===== src/rtl/set_cmp_pipe.sv =====
// set_cmp_pipe: two-stage unsigned compare unit for set instructions.
// S1 registers the carry-based difference, S2 decodes and registers the result.
module set_cmp_pipe #(
    parameter int WIDTH = 32,
    parameter int TAGW  = 5
) (
    input  logic             clk,
    input  logic             rst_n,
    input  logic             flush,
    input  logic             in_valid,
    output logic             in_ready,
    input  logic [WIDTH-1:0] in_a,
    input  logic [WIDTH-1:0] in_b,
    input  logic [2:0]       in_func,
    input  logic [TAGW-1:0]  in_tag,
    output logic             out_valid,
    input  logic             out_ready,
    output logic [WIDTH-1:0] out_result,
    output logic [TAGW-1:0]  out_tag,
    output logic             out_illegal
);

    localparam logic [2:0] F_SEQ = 3'd0;
    localparam logic [2:0] F_SNE = 3'd1;
    localparam logic [2:0] F_SLT = 3'd2;
    localparam logic [2:0] F_SGT = 3'd3;
    localparam logic [2:0] F_SLE = 3'd4;
    localparam logic [2:0] F_SGE = 3'd5;

    logic             s1_valid;
    logic [WIDTH-1:0] s1_diff;
    logic             s1_cout;
    logic [2:0]       s1_func;
    logic [TAGW-1:0]  s1_tag;

    logic             s2_free;
    logic             s1_adv;
    logic             in_fire;
    logic             out_fire;
    logic [WIDTH:0]   sum;
    logic             zero;
    logic             res_bit;
    logic             res_ill;

    // Handshake chain; flush blocks acceptance for its whole cycle.
    assign s2_free  = !out_valid || out_ready;
    assign s1_adv   = s1_valid && s2_free;
    assign in_ready = !flush && (!s1_valid || s1_adv);
    assign in_fire  = in_valid && in_ready;
    assign out_fire = out_valid && out_ready;

    // a - b as a + ~b + 1 in WIDTH+1 bits; the top bit is the carry (a >= b).
    assign sum = {1'b0, in_a} + {1'b0, ~in_b} + {{WIDTH{1'b0}}, 1'b1};

    // Decode the registered difference/carry into the set result.
    always_comb begin
        zero    = (s1_diff == '0);
        res_bit = 1'b0;
        res_ill = 1'b0;
        unique case (s1_func)
            F_SEQ:   res_bit = zero;
            F_SNE:   res_bit = !zero;
            F_SLT:   res_bit = !s1_cout;
            F_SGT:   res_bit = s1_cout && !zero;
            F_SLE:   res_bit = !s1_cout || zero;
            F_SGE:   res_bit = s1_cout;
            default: res_ill = 1'b1;
        endcase
    end

    // Stage 1: capture the subtraction on each accepted operation.
    always_ff @(posedge clk or negedge rst_n) begin
        if (!rst_n) begin
            s1_valid <= 1'b0;
            s1_diff  <= '0;
            s1_cout  <= 1'b0;
            s1_func  <= '0;
            s1_tag   <= '0;
        end else if (flush) begin
            s1_valid <= 1'b0;
        end else if (in_fire) begin
            s1_valid <= 1'b1;
            s1_diff  <= sum[WIDTH-1:0];
            s1_cout  <= sum[WIDTH];
            s1_func  <= in_func;
            s1_tag   <= in_tag;
        end else if (s1_adv) begin
            s1_valid <= 1'b0;
        end
    end

    // Stage 2: registered outputs, held while downstream stalls.
    always_ff @(posedge clk or negedge rst_n) begin
        if (!rst_n) begin
            out_valid   <= 1'b0;
            out_result  <= '0;
            out_tag     <= '0;
            out_illegal <= 1'b0;
        end else if (flush) begin
            out_valid <= 1'b0;
        end else if (s1_adv) begin
            out_valid   <= 1'b1;
            out_result  <= {{(WIDTH-1){1'b0}}, res_bit};
            out_tag     <= s1_tag;
            out_illegal <= res_ill;
        end else if (out_fire) begin
            out_valid <= 1'b0;
        end
    end

endmodule


===== config.mk =====
export PLATFORM = sky130hd
export DESIGN_NAME = set_cmp_pipe
export DESIGN_NICKNAME = d
export VERILOG_FILES = /design/src/rtl/set_cmp_pipe.sv
export SDC_FILE = /design/constraint.sdc
export NUM_CORES = 1
export LEC_CHECK = 0
export BUFFER_PORTS_ARGS = -buffer_cell sky130_fd_sc_hd__buf_2
export CORE_ASPECT_RATIO = 0.9
export CORE_MARGIN = 4
export CORE_UTILIZATION = 48
export CTS_BUF_LIST = sky130_fd_sc_hd__clkbuf_8 sky130_fd_sc_hd__clkbuf_16
export CTS_CLUSTER_DIAMETER = 150
export DETAILED_ROUTE_END_ITERATION = 7
export PLACE_DENSITY_LB_ADDON = 0.25
export SYNTH_ARGS = -nofsm -noshare
export SYNTH_HDL_FRONTEND = slang
export SYNTH_SLANG_ARGS = --single-unit

===== constraint.sdc =====
create_clock -name clk -period 1.77 [get_ports clk]
set_input_delay 0.0885 -clock clk [delete_from_list [all_inputs] [get_ports clk]]
set_output_delay 0.0885 -clock clk [all_outputs]
set_load 0.02 [all_outputs]

==> results.tsv, run 1 <==
stage	metric	value	unit
outcome	status	finished with violations	
outcome	violations	setup timing	
route	drc	0	
logic_synthesis	synth_top_area_cell	dfrtp_1	
global_route	grt_max_degree	43	
layout	diodes	0	
timing	worst_slew_pin_slew	643	ps
cts	cts.sinks	50	
route	drt-vias-per-instance	5.06	
critical_path	worstPathArrival	2310	ps
timing	fin_crit_sh	120	%
timing	fmax	471	MHz
logic_synthesis	synth-edff-count	0	
logic_synthesis	synthMuxAreaShare	2.18	%
timing	rsz0062_at_grt	yes	
timing	finalSetupViolations	14	
layout	stdcell_count	748	
layout	nNetsFinal	758	
logic_synthesis	synth_area	3960	sq um
logic_synthesis	netlist.area_leader.share	31.6	%
cts	h-tree-depth	2	
logic_synthesis	synth_cells	474	
logic_synthesis	synth-simple-area-share	17.0	%
logic_synthesis	synth-async-reset-ratio	100	%
placed_design	place.gp.congestion	0.846	
cts	clk_latency	290	ps
cts	clk_pin_slew	90	ps
global_route	track_usage	19.8	%
logic_synthesis	synth_most_common_cell	nand2_1	
logic_synthesis	synthTopCellsByArea	dfrtp_1 (32%), ha_1 (10%), nand2_1 (6.9%)	
layout	drive_above_1_share	39.4	%
placed_design	hpwl	7510	um
worst_hold_path	hp-class	input pin to register	
route	wl_per_cell	13.2	um
pwr	ir_drop	409	uV
cts	clock-root-buffer	clkbuf_8	
logic_synthesis	synthAdderAreaFrac	10.6	%
pwr	finalPower	3990	uW
timing	min_period	2120	ps
critical_path	worstPathRequired	1960	ps
layout	area_growth	43.7	%
timing	maxSlewViolCount	0	
route	route.vias.total	3782	
timing	skew	9.47	ps
route	drtAntennaViolNets	0	
layout	fillers	631	
critical_path	critPathKind	input pin to register	
route	drt_iter0_markers	147	
logic_synthesis	synth-warning-count	0	
critical_path	cp-start-kind	input pin	
route	firstDrtPassIters	4	
timing	max_slew_margin	57.1	%
global_route	antenna_found_initial	0	
cts	cts_inserted_buffers	5	
timing	finalHoldViolCount	0	
pwr	power-per-cell-area	702	nW/um^2
logic_synthesis	synth-seq-cells	50	
floorplan	die_area	9760	sq um
cts	cts_max_path_buffers	2	
placed_design	placed_cells	718	
floorplan	die_h	94.1	um
logic_synthesis	synth.distinct_cells	55	
placed_design	post-place-ws	-784	ps
global_route	grt_pass1_vias	3715	
timing	fin_ws	-354	ps
logic_synthesis	synth_flop_cell	dfrtp_1	
critical_path	end_kind	register	
timing	holdWs	17.2	ps
critical_path	path_max_fanout	4	
flow_run	maxCapViolCount	0	
placed_design	port_buffers	85	
logic_synthesis	synth_top_family_by_area	compound AO/OA/AOI/OAI gates	
floorplan	initial_core_util	49.3	%
logic_synthesis	yosys-top-cells-count	nand2_1 (73), dfrtp_1 (50), inv_1 (42)	
floorplan	ios	117	
logic_synthesis	synth-compound-area-share	21.1	%
logic_synthesis	synth_xor_area_share	5.54	%
logic_synthesis	seq_area_frac_synth	31.6	%
pwr	p_leak	0.00282	uW
floorplan	fp.dieW	104	um
global_route	overflow	0	
floorplan	rows	31	
cts	cts_tree	yes	
floorplan	core_area	8030	sq um
global_route	grt_pass1_wl	16300	um
logic_synthesis	syn_avg_cell_area	8.34	sq um
route	wirelength	9850	um
==> cell families (layout without fill, tap and decap cells) <==
family | Yosys count | after routing
buffers and inverters | 87 | 232
AO/OA/AOI/OAI | 122 | 122
XOR/XNOR | 25 | 25
adder cells (fa/ha/maj) | 33 | 33
multiplexers | 8 | 8
flip-flops | 50 | 50
other | 1 | 31
AND/OR/NAND/NOR | 148 | 148
==> state kept, by name (all words and copies together), names as in the netlist <==
signal and count:
s1_tag 5, s1_valid 1, out_illegal 1, s1_cout 1
s1_func 3, out_result 1, out_tag 5, s1_diff 32
out_valid 1
==> final cells by class <==
type / instances / area, sq um / area share (%)
clock buffers: 5 / 68.8 / 1.21
inverters: 42 / 183 / 3.22
well taps: 99 / 124 / 2.18
multi-input cells: 367 / 2780 / 48.9
flip-flops and latches: 50 / 1250 / 22.0
clock inverters: 3 / 37.5 / 0.661
repair buffers: 182 / 1240 / 21.8
==> report_power, final <==
part           total (uW)  switching, uW  internal [uW]
logic                1670            859            816
clock network         759            347            412
registers            1560            187           1370
total                3990           1390           2600
==> repair_timing <==
action	in CTS	in global routing
pin swaps	30	34
gates resized for setup	44	30
setup buffers	6	9
hold buffers	8	0
endpoints found under the hold margin	35	0
endpoints found under the setup margin	19	19
==> per-stage QoR <==
stage	TNS [ps]	utilization [%]	cell area (sq um)
after floorplan	-2330	-	4230
after global placement	-9700	62.7	5030
after detailed placement	-10880	62.7	5030
after CTS	-2720	67.9	5450
after global routing	-3960	70.8	5680
final	-2400	70.8	5680
==> routing by layer <==
layer / share of wire (%) / GRT usage (%)
met5: 0 / 0
met3: 5.4 / 4.05
met4: 0.77 / 3.43
met1: 44 / 24.7
met2: 50 / 35.9
==> critical path, cell delays in order <==
cell	delay, ps
buf_8	80
inv_8	30
ha_4	150
fa_2	340
nand2b_4	160
a21oi_4	190
o311ai_4	120
a2111oi_4	380
a2111oi_4	80
a21oi_4	200
a31o_1	220
nor2_1	50
a211o_1	220
==> path summary, 6_finish.rpt <==
check	to	from	cells past startpoint	slack, ps
max in group asynchronous	s1_diff[14]	rst_n	3	770
setup / recovery	s1_diff[30]	in_a[0]	13	-350
setup reg to reg	out_result[0]	s1_diff[9]	7	30
hold / removal	s1_func[0]	in_func[0]	3	20
hold reg to reg	s1_tag[2]	s1_tag[2]	2	480
min in group asynchronous	s1_tag[1]	rst_n	2	350
==> cells in the final DEF, fill, tap and decap left out, types with 21 or more instances in the layout <==
cell / instances
nand2_1: 71
nor2_1: 22
conb_1: 31
a21oi_1: 21
buf_4: 84
ha_1: 22
inv_1: 38
buf_2: 79
dfrtp_1: 50
o21ai_0: 25
No activity file was read; power rests on OpenSTA's default activity.
==> inputs of run 2 (changes only) <==
Settings changed: SKIP_CTS_REPAIR_TIMING from default to 1.
==> run 2 against run 1 <==
Against the previous run: the flow finishes with violations (hold timing, setup timing); flip-flop and latch count did not move; largest cell class unchanged; via count rose by 0.19%; global-route usage fell by 0.99 points; first-iteration DRC count rose by 58%; count of clock-buffer cells in the layout did not move.
==> results.tsv, run 2 (synthesis gave the netlist of run 1 again) <==
stage	metric	value	unit	change
floorplan	fp.dieW	104	um	unchanged
worst_hold_path	whs_endpoint	s1_tag[4]		
layout	diodes	0		unchanged
pwr	power-per-cell-area	709	nW/um^2	+0.98%
timing	finalHoldViolCount	1		+1
critical_path	cp_num_buf_inv	2		unchanged
timing	min_period	2210	ps	+85.8 ps
worst_hold_path	hp-class	input pin to register		
timing	max_slew_margin	57.2	%	about the same
floorplan	core_area	8030	sq um	unchanged
critical_path	rr_endpoint	out_result[0]		
route	firstDrtPassIters	4		unchanged
placed_design	port_buffers	85		unchanged
route	drt_iter0_markers	232		+58%
critical_path	cp_top_family	compound AO/OA/AOI/OAI gates		
pwr	pwr-share-comb	41.7	%	-0.2 points
pwr	p_sw_share	35.0	%	+0.10 points
layout	final_core_util	70.1	%	-0.69 points
floorplan	initial_core_util	49.3	%	unchanged
floorplan	rows	31		unchanged
cts	h-tree-depth	2		unchanged
worst_hold_path	hp-start	in_tag[4]		
outcome	violations	hold timing, setup timing		
layout	top_regs	s1_diff: 32 flops, out_tag: 5 flops, s1_tag: 5 flops		
placed_design	post-place-ws	-784	ps	unchanged
global_route	antenna_found_initial	0		unchanged
critical_path	crit_chain	buf_8 -> inv_8 -> ha_4 -> fa_2 -> nand2b_4 -> a21oi_4 -> o311ai_4 -> a2111oi_4 -> a2111oi_4 -> a21oi_4 -> a31o_1 -> nor2_1 -> a211o_1		
floorplan	ios	117		unchanged
pwr	p_leak	0.00280	uW	-0.88%
critical_path	slowest_delay	440	ps	+60 ps
timing	fmax	452	MHz	-3.9%
timing	worst_slew_pin_slew	642	ps	-0.519 ps
pwr	switchingPower	1400	uW	+0.30%
floorplan	die_h	94.1	um	unchanged
global_route	grt_pass1_vias	3549		-4.5%
critical_path	end_kind	register		
layout	area_growth	42.3	%	
pwr	sequentialPowerShare	39.2	%	+0.2 points
global_route	track_usage	18.8	%	-0.99 points
pwr	intPower	2590	uW	-0.15%
route	route.vias.total	3789		+0.19%
layout	drive_above_1_share	38.9	%	-0.57 points
timing	skew	11.0	ps	+1.54 ps
global_route	grt_max_degree	43		unchanged
global_route	overflow	0		unchanged
route	drt-vias-per-instance	5.11		+1.0%
critical_path	startpoint	in_a[0]		
cts	clk_pin_slew	90	ps	about the same
critical_path	cp-start-kind	input pin		
critical_path	r2r_cells	7		unchanged
layout	final_common_cell	buf_4		
route	drtAntennaViolNets	0		unchanged
timing	rsz0062_at_grt	yes		
timing	holdWs	-18.8	ps	-36.1 ps
cts	clk_latency	300	ps	about the same
pwr	finalPower	3990	uW	about the same
cts	cts_max_path_buffers	2		unchanged
outcome	status	finished with violations		
critical_path	worstPathArrival	2400	ps	+90 ps
floorplan	die_area	9760	sq um	unchanged
cts	cts_tree	yes		
critical_path	worstPathRequired	1960	ps	about the same
placed_design	hpwl	7510	um	unchanged
layout	top_register	s1_diff		
critical_path	slowest_stage	a2111oi_4		
pwr	ir_drop	411	uV	+0.38%
critical_path	ff2ff_setup_slack	40	ps	about the same
global_route	grt_pass1_wl	15500	um	-5.1%
worst_hold_path	min_path_cells	3		unchanged
cts	cts.sinks	50		unchanged
critical_path	path_max_fanout	4		unchanged
timing	maxSlewViolCount	0		unchanged
placed_design	place.gp.congestion	0.846		unchanged
route	drc	0		unchanged
route	wirelength	9870	um	+0.22%
timing	fin_ws	-440	ps	-85.8 ps
timing	fin_crit_sh	125	%	+4.8 points
cts	clock-root-buffer	clkbuf_8		
critical_path	rr_startpoint	s1_diff[9]		
timing	tns	-2950	ps	-550 ps
layout	nNetsFinal	752		-0.79%
pwr	power_frac_clock	19.1	%	about the same
critical_path	critPathKind	input pin to register		
layout	layout_common_cells	buf_4 (80), buf_2 (78), nand2_1 (71), dfrtp_1 (50), inv_1 (38)		
timing	finalSetupViolations	15		+1
route	wl_per_cell	13.3	um	+1.0%
layout	largest_reg_flops	32		unchanged
cts	cts_inserted_buffers	5		unchanged
flow_run	maxCapViolCount	0		unchanged
run 2: worst min-delay path, cell delays in order:
cell     delay (ps)
buf_2            80
nand2_1          40
nand2_1          50
run 2: cell type report:
class,instances,area [sq um]
multi-input combinational,367,2770
fill,645,2400
sequential,50,1250
timing repair buffer,176,1190
inverter,42,185
tap,99,124
clock buffer,5,68.8
clock inverter,3,37.5
run 2: worst max path at each step:
stage | to | slack [ps] | cells past startpoint
after floorplan | s1_diff[30] | -440 | 12
after global placement | s1_diff[30] | -720 | 13
after detailed placement | s1_diff[30] | -780 | 13
after CTS | s1_diff[30] | -460 | 13
after global routing | s1_diff[30] | -550 | 13
final | s1_diff[30] | -440 | 13
run 2: power groups by stage:
stage / logic (uW) / clock network [uW] / registers [uW]
2_1_floorplan: 925 / 0 / 1550
3_3_place_gp: 1400 / 0 / 1520
3_5_place_dp: 1450 / 0 / 1530
4_1_cts: 1450 / 777 / 1510
5_1_grt: 1840 / 828 / 1600
6_report: 1660 / 763 / 1560
run 2: metal layers:
metal / track usage (%) / up-vias / wire, um
li1: - / 1905 / -
met1: 24.5 / 1770 / 4250
met2: 33.2 / 108 / 5030
met3: 3.64 / 6 / 549
met4: 2.99 / 0 / 47
met5: 0 / - / 0
run 2: per-stage QoR:
step / area, sq um / instances
floorplan: 4230 / 504
global placement: 5030 / 718
detailed placement: 5030 / 718
CTS: 5140 / 726
global route: 5630 / 742
finish: 5630 / 742
==> inputs of run 3 (changes only) <==
Settings changed: SETUP_SLACK_MARGIN from default to 0.2.
==> run 3 against run 2 <==
Against the previous run: clock skew fell by 5.5 ps; power decreased by 2.6%; non-clock buffer count grew 2; count of clock-buffer cells in the layout increased by 1; utilization is 0.11 points higher; global-route usage up 0.079 points; clock power down 16%; the run still ends with hold timing, setup timing left; critical path depth unchanged; hold slack gained 7.2 ps.
==> results.tsv, run 3 (synthesis gave the netlist of run 1 again) <==
stage	metric	value	unit	change
global_route	antenna_found_initial	0		unchanged
layout	nNetsFinal	754		+0.27%
critical_path	rr_endpoint	out_result[0]		
placed_design	place_area	5100	sq um	+1.4%
critical_path	end_kind	register		
layout	diodes	0		unchanged
layout	stdcell_count	742		unchanged
route	drt-vias-per-instance	5.17		+1.3%
timing	fin_ws	-393	ps	+47.2 ps
layout	final_common_cell	buf_4		
critical_path	r2r_cells	7		unchanged
cts	cts_tree	yes		
timing	holdWs	-11.6	ps	+7.17 ps
pwr	ir_drop	351	uV	-14%
floorplan	rows	31		unchanged
timing	fmax	462	MHz	+2.2%
critical_path	critPathKind	input pin to register		
floorplan	die_h	94.1	um	unchanged
timing	maxSlewViolCount	0		unchanged
cts	h-tree-depth	2		unchanged
placed_design	port_buffers	85		unchanged
timing	finalSetupViolations	16		+1
global_route	grt_max_degree	41		-4.7%
critical_path	rr_startpoint	s1_diff[10]		
floorplan	fp.dieW	104	um	unchanged
route	wirelength	10200	um	+3.8%
route	wl_per_cell	13.8	um	+3.8%
critical_path	path_max_fanout	4		unchanged
timing	finalHoldViolCount	3		+2
cts	cts.sinks	50		unchanged
route	firstDrtPassIters	4		unchanged
placed_design	placed_cells	724		+0.84%
cts	clk_latency	300	ps	about the same
layout	layout_common_cells	buf_4 (84), buf_2 (80), nand2_1 (71), dfrtp_1 (50), inv_1 (36)		
timing	rsz0062_at_grt	yes		
floorplan	core_area	8030	sq um	unchanged
layout	top_regs	s1_diff: 32 flops, out_tag: 5 flops, s1_tag: 5 flops		
floorplan	ios	117		unchanged
placed_design	place.gp.congestion	0.846		about the same
timing	min_period	2160	ps	-47.2 ps
timing	fin_crit_sh	122	%	-2.7 points
layout	largest_reg_flops	32		unchanged
floorplan	initial_core_util	49.3	%	unchanged
cts	cts_inserted_buffers	5		unchanged
global_route	grt_pass1_vias	3579		+0.85%
layout	finalInstanceArea	5640	sq um	+0.16%
global_route	overflow	0		unchanged
outcome	status	finished with violations		
route	drt_iter0_markers	106		-54%
route	drtAntennaViolNets	0		unchanged
floorplan	die_area	9760	sq um	unchanged
flow_run	maxCapViolCount	0		unchanged
critical_path	ff2ff_setup_slack	100	ps	+60 ps
critical_path	crit_end	s1_cout		
route	route.vias.total	3839		+1.3%
placed_design	hpwl	7630	um	+1.6%
pwr	p_leak	0.00281	uW	+0.54%
global_route	track_usage	18.9	%	+0.079 points
critical_path	startpoint	in_a[0]		
layout	area_growth	42.5	%	
critical_path	cp-start-kind	input pin		
critical_path	worstPathArrival	2390	ps	about the same
outcome	violations	hold timing, setup timing		
critical_path	worstPathRequired	2000	ps	+40 ps
worst_hold_path	hp-class	input pin to register		
pwr	finalPower	3890	uW	-2.6%
global_route	grt_pass1_wl	15500	um	about the same
cts	cts_max_path_buffers	2		unchanged
cts	clk_pin_slew	80	ps	about the same
layout	drive_above_1_share	40.7	%	+1.9 points
timing	skew	5.56	ps	-5.45 ps
pwr	power-per-cell-area	690	nW/um^2	-2.7%
route	drc	0		unchanged
layout	top_register	s1_diff		
cts	clock-root-buffer	clkbuf_8		
[run 3: changes by cell type in the layout (fill, tap and decap cells not counted), sizes merged]
cell and delta:
dlygate4sd3 -4, inv -2, clkbuf +1, buf +6
bufinv -1
[run 3: stage by stage]
step | TNS, ps | hold WS (ps) | setup slack, ps | util [%]
finish | -3870 | -11.6 | -393 | 70.2
global route | -5340 | 8.55 | -467 | 70.2
CTS | -4120 | -256 | -455 | 64.5
detailed placement | -10490 | 68.7 | -764 | 63.5
global placement | -9370 | 60.4 | -728 | 63.5
floorplan | -2430 | -207 | -437 | -
[run 3: where the power goes]
group          total [uW]  internal, uW  switching (uW)
combinational        1700           820             883
clock                 640           302             339
sequential           1540          1370             174
[run 3: worst min path at each step]
stage,startpoint,end,cells past startpoint
2_1_floorplan,rst_n,out_illegal,0
3_3_place_gp,rst_n,out_tag[0],1
3_5_place_dp,rst_n,out_tag[0],1
4_1_cts,rst_n,out_tag[0],1
5_1_grt,in_tag[0],s1_tag[0],3
6_report,in_tag[1],s1_tag[1],3
[run 3: layer usage]
layer	share of wire (%)	GRT usage, %	vias to the layer above
met1	41	24.9	1800
met5	0	0	-
met3	5.7	3.78	19
met2	51	32.8	112
li1	-	-	1908
met4	1.8	2.99	0
[run 3: area by class of cell]
type,instances,area (sq um)
Multi-Input combinational cell,367,2790
Inverter,42,195
Timing Repair Buffer,178,1190
Tap cell,99,124
Fill cell,649,2390
Clock buffer,6,82.6
Sequential cell,50,1250
[run 3: critical path, cell delays in order]
cell	delay [ps]
buf_8	80
inv_8	30
ha_4	160
fa_2	370
nand2b_4	160
a21oi_4	200
o311ai_4	120
a2111oi_4	390
a2111oi_4	80
a21oi_4	200
nand3_1	110
o31a_1	270
o21ai_2	120
